<file path="src/rtl/wb_ctrl_pipe_pkg.sv">
// Shared encodings for the writeback stage: MIPS opcode/function/REGIMM codes,
// writeback source selects, FSM states and the instruction destination decode.
package wb_ctrl_pipe_pkg;

   localparam logic [5:0] OP_SPECIAL = 6'h00;
   localparam logic [5:0] OP_REGIMM  = 6'h01;
   localparam logic [5:0] OP_JAL     = 6'h03;
   localparam logic [5:0] OP_ADDI    = 6'h08;
   localparam logic [5:0] OP_LUI     = 6'h0F;
   localparam logic [5:0] OP_LB      = 6'h20;
   localparam logic [5:0] OP_LH      = 6'h21;
   localparam logic [5:0] OP_LW      = 6'h23;
   localparam logic [5:0] OP_LBU     = 6'h24;
   localparam logic [5:0] OP_LHU     = 6'h25;

   localparam logic [5:0] FN_JR      = 6'h08;
   localparam logic [5:0] FN_JALR    = 6'h09;

   localparam logic [4:0] RT_BLTZAL  = 5'h10;
   localparam logic [4:0] RT_BGEZAL  = 5'h11;

   localparam logic [4:0] REG_RA     = 5'd31;

   typedef enum logic [2:0] {
      WB_SEL_ALU  = 3'd0,
      WB_SEL_LOAD = 3'd1,
      WB_SEL_LINK = 3'd2,
      WB_SEL_NONE = 3'd3
   } wb_sel_e;

   typedef enum logic {
      IDLE    = 1'b0,
      WAIT_LD = 1'b1
   } wb_state_e;

   typedef struct packed {
      logic       is_load;
      logic       writes;
      logic [4:0] dest;
      wb_sel_e    sel;
   } wb_dec_t;

   function automatic wb_dec_t wb_decode(input logic [31:0] instr);
      wb_dec_t    d;
      logic       has_dest;
      logic [5:0] op;
      logic [5:0] fn;
      logic [4:0] rt;
      logic [4:0] rd;
      op = instr[31:26];
      rt = instr[20:16];
      rd = instr[15:11];
      fn = instr[5:0];
      has_dest  = 1'b0;
      d.is_load = 1'b0;
      d.writes  = 1'b0;
      d.dest    = 5'd0;
      d.sel     = WB_SEL_ALU;
      case (op)
         OP_SPECIAL: begin
            has_dest = (fn != FN_JR);
            d.dest   = rd;
            d.sel    = (fn == FN_JALR) ? WB_SEL_LINK : WB_SEL_ALU;
         end
         // Linking branches write $ra whether or not the branch is taken.
         OP_REGIMM: begin
            if (rt == RT_BLTZAL || rt == RT_BGEZAL) begin
               has_dest = 1'b1;
               d.dest   = REG_RA;
               d.sel    = WB_SEL_LINK;
            end
         end
         OP_JAL: begin
            has_dest = 1'b1;
            d.dest   = REG_RA;
            d.sel    = WB_SEL_LINK;
         end
         OP_LB, OP_LH, OP_LW, OP_LBU, OP_LHU: begin
            has_dest  = 1'b1;
            d.is_load = 1'b1;
            d.dest    = rt;
            d.sel     = WB_SEL_LOAD;
         end
         default: begin
            if (op >= OP_ADDI && op <= OP_LUI) begin
               has_dest = 1'b1;
               d.dest   = rt;
            end
         end
      endcase
      d.writes = has_dest && (d.dest != 5'd0);
      return d;
   endfunction

endpackage

</file>
<file path="src/rtl/wb_load_align.sv">
// Big-endian load lane select with sign/zero extension for byte, half and word loads.
module wb_load_align
   import wb_ctrl_pipe_pkg::*;
#(
   parameter int XLEN = 32
) (
   input  logic [XLEN-1:0] ld_data,
   input  logic [1:0]      addr_lo,
   input  logic [5:0]      op,
   output logic [XLEN-1:0] result
);

   logic [31:0]            w;
   logic [7:0]             b;
   logic [15:0]            h;
   logic signed [7:0]      sb;
   logic signed [15:0]     sh;
   logic signed [XLEN-1:0] sx;

   always_comb begin
      w = ld_data[31:0];
      case (addr_lo)
         2'd0:    b = w[31:24];
         2'd1:    b = w[23:16];
         2'd2:    b = w[15:8];
         default: b = w[7:0];
      endcase
      h  = addr_lo[1] ? w[15:0] : w[31:16];
      sb = b;
      sh = h;
      sx = '0;
      case (op)
         OP_LB: begin
            sx     = sb;
            result = $unsigned(sx);
         end
         OP_LH: begin
            sx     = sh;
            result = $unsigned(sx);
         end
         OP_LBU:  result = XLEN'(b);
         OP_LHU:  result = XLEN'(h);
         OP_LW:   result = XLEN'(w);
         default: result = ld_data;
      endcase
   end

endmodule

</file>
<file path="src/rtl/wb_ctrl_pipe.sv">
// Registered writeback stage: destination/source decode, variable-latency load wait,
// register-file and forwarding write ports, saturating load-stall counter.
module wb_ctrl_pipe
   import wb_ctrl_pipe_pkg::*;
#(
   parameter int XLEN    = 32,
   parameter int RADDR_W = 5,
   parameter int CNT_W   = 16
) (
   input  logic               clk,
   input  logic               reset_n,
   input  logic               in_valid,
   output logic               in_ready,
   input  logic [31:0]        in_instr,
   input  logic [XLEN-1:0]    in_alu,
   input  logic [XLEN-1:0]    in_link,
   input  logic [1:0]         in_addr_lo,
   input  logic               flush,
   input  logic               ld_valid,
   input  logic [XLEN-1:0]    ld_data,
   output logic [2:0]         wb_sel,
   output logic               rf_we,
   output logic [RADDR_W-1:0] rf_waddr,
   output logic [XLEN-1:0]    rf_wdata,
   output logic               fwd_valid,
   output logic [RADDR_W-1:0] fwd_addr,
   output logic [XLEN-1:0]    fwd_data,
   input  logic               clr_stats,
   output logic [CNT_W-1:0]   stall_cycles
);

   function automatic logic [CNT_W-1:0] sat_inc(input logic [CNT_W-1:0] v);
      return (&v) ? v : v + CNT_W'(1);
   endfunction

   wb_state_e          state;
   wb_dec_t            dec;
   logic               accept;
   logic [XLEN-1:0]    ld_aligned;
   logic               unused_instr_bits;

   logic [4:0]         ld_dest_p1;
   logic               ld_wr_p1;
   logic [5:0]         ld_op_p1;
   logic [1:0]         ld_lo_p1;

   logic               rf_we_q;
   logic [RADDR_W-1:0] rf_waddr_q;
   logic [XLEN-1:0]    rf_wdata_q;
   wb_sel_e            wb_sel_q;
   logic [CNT_W-1:0]   stall_q;

   assign dec               = wb_decode(in_instr);
   assign in_ready          = (state != WAIT_LD);
   assign accept            = in_valid & in_ready & ~flush;
   assign unused_instr_bits = ^{in_instr[25:21], in_instr[10:6]};

   wb_load_align #(.XLEN(XLEN)) u_align (
      .ld_data (ld_data),
      .addr_lo (ld_lo_p1),
      .op      (ld_op_p1),
      .result  (ld_aligned)
   );

   // Stage boundary: stage-5 decode / load capture -> registered write port
   always_ff @(posedge clk or negedge reset_n) begin
      if (!reset_n) begin
         state      <= IDLE;
         ld_dest_p1 <= '0;
         ld_wr_p1   <= 1'b0;
         ld_op_p1   <= '0;
         ld_lo_p1   <= '0;
         rf_we_q    <= 1'b0;
         rf_waddr_q <= '0;
         rf_wdata_q <= '0;
         wb_sel_q   <= WB_SEL_ALU;
         stall_q    <= '0;
      end else begin
         rf_we_q <= 1'b0;
         if (clr_stats)
            stall_q <= '0;
         else if (state == WAIT_LD)
            stall_q <= sat_inc(stall_q);

         if (state == IDLE) begin
            if (accept) begin
               if (dec.is_load) begin
                  state      <= WAIT_LD;
                  ld_dest_p1 <= dec.dest;
                  ld_wr_p1   <= dec.writes;
                  ld_op_p1   <= in_instr[31:26];
                  ld_lo_p1   <= in_addr_lo;
               end else begin
                  rf_we_q    <= dec.writes;
                  rf_waddr_q <= RADDR_W'(dec.dest);
                  rf_wdata_q <= (dec.sel == WB_SEL_LINK) ? in_link : in_alu;
                  wb_sel_q   <= dec.sel;
               end
            end
         end else begin
            // A flush arriving with the load data still kills the write.
            if (flush) begin
               state <= IDLE;
            end else if (ld_valid) begin
               state      <= IDLE;
               rf_we_q    <= ld_wr_p1;
               rf_waddr_q <= RADDR_W'(ld_dest_p1);
               rf_wdata_q <= ld_aligned;
               wb_sel_q   <= WB_SEL_LOAD;
            end
         end
      end
   end

   assign rf_we        = rf_we_q;
   assign rf_waddr     = rf_waddr_q;
   assign rf_wdata     = rf_wdata_q;
   assign wb_sel       = wb_sel_q;
   assign fwd_valid    = rf_we_q;
   assign fwd_addr     = rf_waddr_q;
   assign fwd_data     = rf_wdata_q;
   assign stall_cycles = stall_q;

endmodule

</file>
<file path="config.mk">
export PLATFORM = sky130hd
export DESIGN_NAME = wb_ctrl_pipe
export DESIGN_NICKNAME = d
export VERILOG_FILES = /design/src/rtl/wb_ctrl_pipe_pkg.sv /design/src/rtl/wb_load_align.sv /design/src/rtl/wb_ctrl_pipe.sv
export SDC_FILE = /design/constraint.sdc
export NUM_CORES = 1
export LEC_CHECK = 0
export CAP_MARGIN = 20
export CORE_AREA = 5 5 121 123
export DETAILED_ROUTE_END_ITERATION = 8
export DIE_AREA = 0 0 126 128
export GPL_TIMING_DRIVEN = 0
export MAX_ROUTING_LAYER = met4
export PLACE_DENSITY = 0.72
export SLEW_MARGIN = 20
export SYNTH_ARGS = -nofsm -noshare
export SYNTH_HDL_FRONTEND = slang
export SYNTH_SLANG_ARGS = --single-unit
</file>
<file path="constraint.sdc">
create_clock -name clk -period 2 [get_ports clk]
set_input_delay 0.6 -clock clk [delete_from_list [all_inputs] [get_ports clk]]
set_output_delay 0.6 -clock clk [all_outputs]
set_load 0.1 [all_outputs]
</file>
==> results.tsv <==
stage	metric	value	unit
power_and_ir_drop	p_per_area	885	mW/mm2
synthesis	ys_seq_area_share	39.0	%
place	dp_cells	887	
final_layout	fin_nets	879	
status	status	complete, no violations	
place	place_congestion	0.878	
timing	hold_viol_final	0	
timing	max_freq	0.504	GHz
grt	grt_pass1_wl	26.1	mm
power_and_ir_drop	ir_drop	455	uV
final_layout	drive_above_1_share	41.2	%
grt	grt_max_degree	39	
place	portBuffers	216	
floorplan	dieHeight	128	um
final_layout	n_antenna_cell	0	
power_and_ir_drop	total_power	6.99	mW
worst_setup_path	cp_num_buf_inv	2	
clocking	cts_max_level	3	
drt	drtIter0Drc	248	
final_layout	fin_cells	927	
grt	grt_pass1_vias	4901	
final_layout	fillCellCount	1183	
synthesis	synthCells	490	
grt	track_usage	20.9	%
timing	period_needed	1.98	ns
grt	antenna_found_initial	0	
worst_setup_path	crit_chain	buf_4 > clkdlybuf4s15_2	
drt	firstDrtPassIters	5	
timing	rsz0062_at_grt	true	
final_layout	utilization	58.2	%
flow_run	cap_violations	0	
floorplan	io_pins	232	
synthesis	netlist_area	0.00455	mm2
worst_setup_path	cp-start-kind	flop	
drt	finalWirelength	17.2	mm
timing	finalSetupViolCount	0	
worst_setup_path	max_stage_delay	0.54	ns
timing	tightest_slew	0.577	ns
clocking	worstSkewPairLatency	0.33	ns
clocking	path_clk_slew	0.05	ns
worst_setup_path	crit_type	reg2out	
power_and_ir_drop	p_leak	3.22	nW
synthesis	synth_cell_types	64	
synthesis	syn-num-nets	627	
place	hpwl	13.3	mm
drt	vias	4775	
timing	clock_skew	0.00854	ns
synthesis	synth.avg_cell_area	9.29	um2
grt	grt_overflow_total	0	
worst_setup_path	required	1.40	ns
timing	worst_slew_margin_rel	61.2	%
synthesis	synth_seq_cells	71	
timing	hold_ws	0.231	ns
final_layout	final_common_cell	clkdlybuf4s50_1	
worst_setup_path	worst-path-max-fanout	3	
worst_setup_path	cpMaxStageDelayCell	clkdlybuf4s15_2	
drt	ant_nets	0	
clocking	clk_path_buf_depth	2	
clocking	cts_tree	yes	
drt	wire_per_inst	18.5	um
synthesis	synth_warnings	0	
drt	routed_via_density	5.15	
synthesis	synth-edff-count	0	
drt	drcViolationCount	0	
final_layout	syn2layout_area_growth	73.4	%
worst_setup_path	arrival	1.38	ns
timing	min_period_over_period	99.2	%
timing	finalSetupTns	0	ns
worst_setup_path	cp_top_family	buffers and inverters	
worst_setup_path	end_kind	output pin	
worst_hold_path	hold_path_class	in2async	
clocking	cts_root_buf	clkbuf_16	
clocking	numCtsBuffers	9	
floorplan	die-area	0.0161	mm2
floorplan	start_util	33.6	%
floorplan	die_x	126	um
floorplan	coreArea	0.0136	mm2
clocking	clock_sinks	71	
floorplan	rows	43	
timing	slew_violations	0	
synthesis	ys.flop_type	dfrtp_1	
clocking	cts_hold_buf	0	
final_layout	final_cell_mix	103 x clkdlybuf4s50_1, 70 x clkdlybuf4s15_2, 65 x buf_4	
synthesis	async_reset_ff_share	100	%
[cell type report]
| cell class | count | area, um2 | area share [%] |
|---|---|---|---|
| multi-input cells | 348 | 2600 | 32.9 |
| repair buffers | 244 | 2430 | 30.8 |
| inverters | 4 | 20.0 | 0.254 |
| clock buffers | 13 | 260 | 3.30 |
| well taps | 180 | 225 | 2.85 |
| flip-flops and latches | 71 | 1810 | 23.0 |
| plain buffers | 64 | 527 | 6.67 |
| clock inverters | 3 | 17.5 | 0.222 |
[final timing paths]
check | from | to | slack, ns | cells past startpoint
max | fwd_data[8] | rf_wdata[8] | 0.02 | 2
min | reset_n | fwd_addr[2] | 0.23 | 1
max reg2reg | ld_lo_p1[1] | fwd_data[22] | 0.05 | 9
min reg2reg | wb_sel[0] | wb_sel[0] | 0.50 | 2
max in group asynchronous | reset_n | fwd_data[8] | 1.20 | 2
min in group clk | wb_sel[0] | wb_sel[0] | 0.50 | 2
[layer usage]
layer	routed length, um	up-vias	global-route usage [%]
met5	0	-	-
met4	432	0	7.44
met3	1080	33	4.29
met2	8700	196	35.1
met1	6960	2278	25.0
li1	-	2268	-
[cell families (layout without fill, tap and decap cells)]
kind of cell	after synthesis	count (layout)	synth area share (%)
AO/OA/AOI/OAI	143	143	21.1
XOR/XNOR	12	12	2.31
adder cells (fa/ha/maj)	1	1	0.275
buffers and inverters	71	328	10.4
flip-flops	71	71	39.0
multiplexers	50	50	11.9
other	1	1	0.0824
AND/OR/NAND/NOR	141	141	15.0
[cells in the mapped netlist, types with 2 or more instances]
library cell	number	area share (%)
dfrtp_1	71	39
nor2_1	53	4.4
a21oi_1	45	4.9
buf_4	40	6.6
nand2_1	40	3.3
mux2i_1	30	6.6
o21ai_0	23	2.5
a211oi_1	19	3.1
mux2_2	18	4.5
o22ai_1	15	2.1
nand3_1	13	1.4
clkbuf_1	11	0.91
xor2_1	10	1.9
buf_2	8	0.88
o221ai_1	8	1.5
a31oi_1	6	0.82
buf_6	6	1.5
nand4_1	5	0.69
nand2b_1	4	0.55
a311oi_1	3	0.58
inv_1	3	0.25
nor2b_1	3	0.41
nor3_1	3	0.33
o211ai_1	3	0.49
o21ai_1	3	0.33
a22o_1	2	0.38
and2_1	2	0.27
and4_1	2	0.38
buf_1	2	0.16
nor3b_1	2	0.33
or2_2	2	0.27
or3_1	2	0.27
xnor2_1	2	0.38
[metrics by stage]
| stage | setup slack, ns | area (um2) |
|---|---|---|
| 2_1_floorplan | -0.0312 | 4670 |
| 3_3_place_gp | -2.59 | 7060 |
| 3_5_place_dp | -1.05 | 7070 |
| 4_1_cts | 0.000403 | 7790 |
| 5_1_grt | -0.0355 | 7890 |
| 6_report | 0.0166 | 7890 |
[timing repair]
action,CTS,global route
setup buffers,11,13
gates resized for setup,376,82
endpoints found under the setup margin,153,72
pin swaps,13,12
cloned,3,0
[state kept, by name, summed over array words and instances (netlist names)]
register,cells
fwd_valid,1
stall_cycles,16
ld_lo_p1,2
fwd_data,32
ld_wr_p1,1
wb_sel,2
state,1
ld_dest_p1,5
fwd_addr,5
ld_op_p1,6
[report_power, final]
group / switching, mW / total [mW] / leakage (nW) / internal, mW
Combinational: 2.65 / 3.71 / 2.22 / 1.06
Sequential: 0.160 / 1.77 / 0.861 / 1.61
Clock: 0.606 / 1.51 / 0.136 / 0.904
Total: 3.41 / 6.99 / 3.22 / 3.58
Note: power is estimated with default switching activity, not from simulation.
==> RTL change (same settings) <==
Change the parameter `RADDR_W` from 5 to 4.
--- a/src/rtl/wb_ctrl_pipe.sv
+++ b/src/rtl/wb_ctrl_pipe.sv
@@ -4,7 +4,7 @@
    import wb_ctrl_pipe_pkg::*;
 #(
    parameter int XLEN    = 32,
-   parameter int RADDR_W = 5,
+   parameter int RADDR_W = 4,
    parameter int CNT_W   = 16
 ) (
    input  logic               clk,
Ports: changed (resized fwd_addr and rf_waddr); port bits go from 232 to 230. No check against the original RTL was run, so the function may have changed too.
==> RTL change against the unedited design <==
Clock power increased by 9%. Worst setup slack worse by 59 ps. Via count is 2.8% higher. The run now ends with setup timing left. Sequential cell count shrank 2. Global-route usage up 0.41 points. Area after synthesis grew 2.3%. Clock skew down 5.7 ps. Count of clock-buffer cells in the layout is the same. Largest power group unchanged. Total power fell by 0.99%. Highest routed layer unchanged. Wire length increased by 1.2%. Design area up 0.68%.
==> RTL change: results <==
group,metric,value,unit
status,status,"finished, violations left",
status,violations,"setup timing",
synthesis,ys_top_cells_by_count,"dfrtp_1, nor2_1, nand2_1",
place,dp_hpwl,13600,um
synthesis,syn_nets,654,
timing,finalWorstSetupSlack,-42.6,ps
worst_setup_path,critPathMaxFanout,5,
power,p_int,3670,uW
synthesis,synthDistinctLibCells,66,
global_route,grt_util_all_layers,21.3,%
worst_setup_path,cpMaxStageDelayCell,"or4_4",
worst_setup_path,r2r_cells,7,
global_route,use_met1,25.1,%
place,routabilityCongestion,0.929,
power,power.leakage,0.00325,uW
global_route,use_met2,36.3,%
timing,setup_viol,3,
drt,dr_wl_met2,8830,um
power,seq_power,1710,uW
layout,layout-drive-gt1-share,37.0,%
global_route,grt_pass1_wl,26700,um
global_route,grt_max_degree,38,
layout,final_nets,904,
power,power_frac_clock,23.8,%
synthesis,synthMuxAreaShare,9.59,%
power,ir_worst_vdd,0.367,mV
synthesis,synth-compound-area-share,23.0,%
timing,skew,2.88,ps
synthesis,synth_xor_area_share,2.63,%
place,dpl_cell_area,0.00713,mm^2
worst_setup_path,crit_arrival,2260,ps
global_route,met3_usage,3.33,%
synthesis,synth_area_leaders,"dfrtp_1, mux2i_1, buf_4",
place,portBuffers,217,
global_route,antenna_found_initial,1,
cts,post-cts-setup-buffers,13,
drt,wl_met1,7060,um
worst_setup_path,reg2reg_to,"fwd_data[5]",
[RTL change: cell count changes after synthesis, sizes merged, moves of 8 or more]
cell     delta
a2bb2oi     +8
inv        +13
mux2       -16
mux2i       +9
nand2      +12
o21ai      +17
o221ai      -8
o22ai       -9
xnor2       +8
[RTL change: worst max path at each step]
stage               depth (start not counted)  slack, ps         start               to
finish                                      7        -40   in_instr[2]     fwd_data[15]
global route                                7        -80   in_instr[2]     fwd_data[15]
CTS                                         7       -100   in_instr[2]     fwd_data[15]
detailed placement                          7      -1100  in_instr[30]      fwd_data[1]
global placement                            1      -2360       reset_n  stall_cycles[0]
floorplan                                   5       -160   in_instr[2]     fwd_data[15]
[RTL change: cell families (layout without fill, tap and decap cells)]
group           count (synthesis)  after routing
mux                            43             43
fa+ha+maj                       1              1
xor+xnor                       14             14
compound gates                152            152
buf+inv                        80            335
simple gates                  157            157
flops                          69             69
other cells                     1              2
[RTL change: through the flow]
step                      setup TNS [ps]  worst slack (ps)  utilization, %  std cells  power (uW)
after floorplan                     -603              -160               -        517        4230
after global placement           -188980             -2360            52.4        914        5180
after detailed placement          -58230             -1100            52.6        915        5220
after CTS                           -176             -96.4            57.7        946        6880
after global routing                -399             -84.0            58.6        953        7170
final                              -55.0             -42.6            58.6        953        6920
[RTL change: area by class of cell]
cell class	count	area [um^2]
sequential	69	1750
tap	180	225
antenna	1	2.50
buffer	64	490
clock inverter	3	42.5
inverter	16	63.8
clock buffer	13	270
fill	1198	5610
timing repair buffer	239	2360
multi-input combinational	368	2740
[RTL change: critical path: cells and delay by family]
kind,cells,cell delay (ps)
simple gates,2,650
compound gates,2,460
mux,1,300
buf+inv,2,250
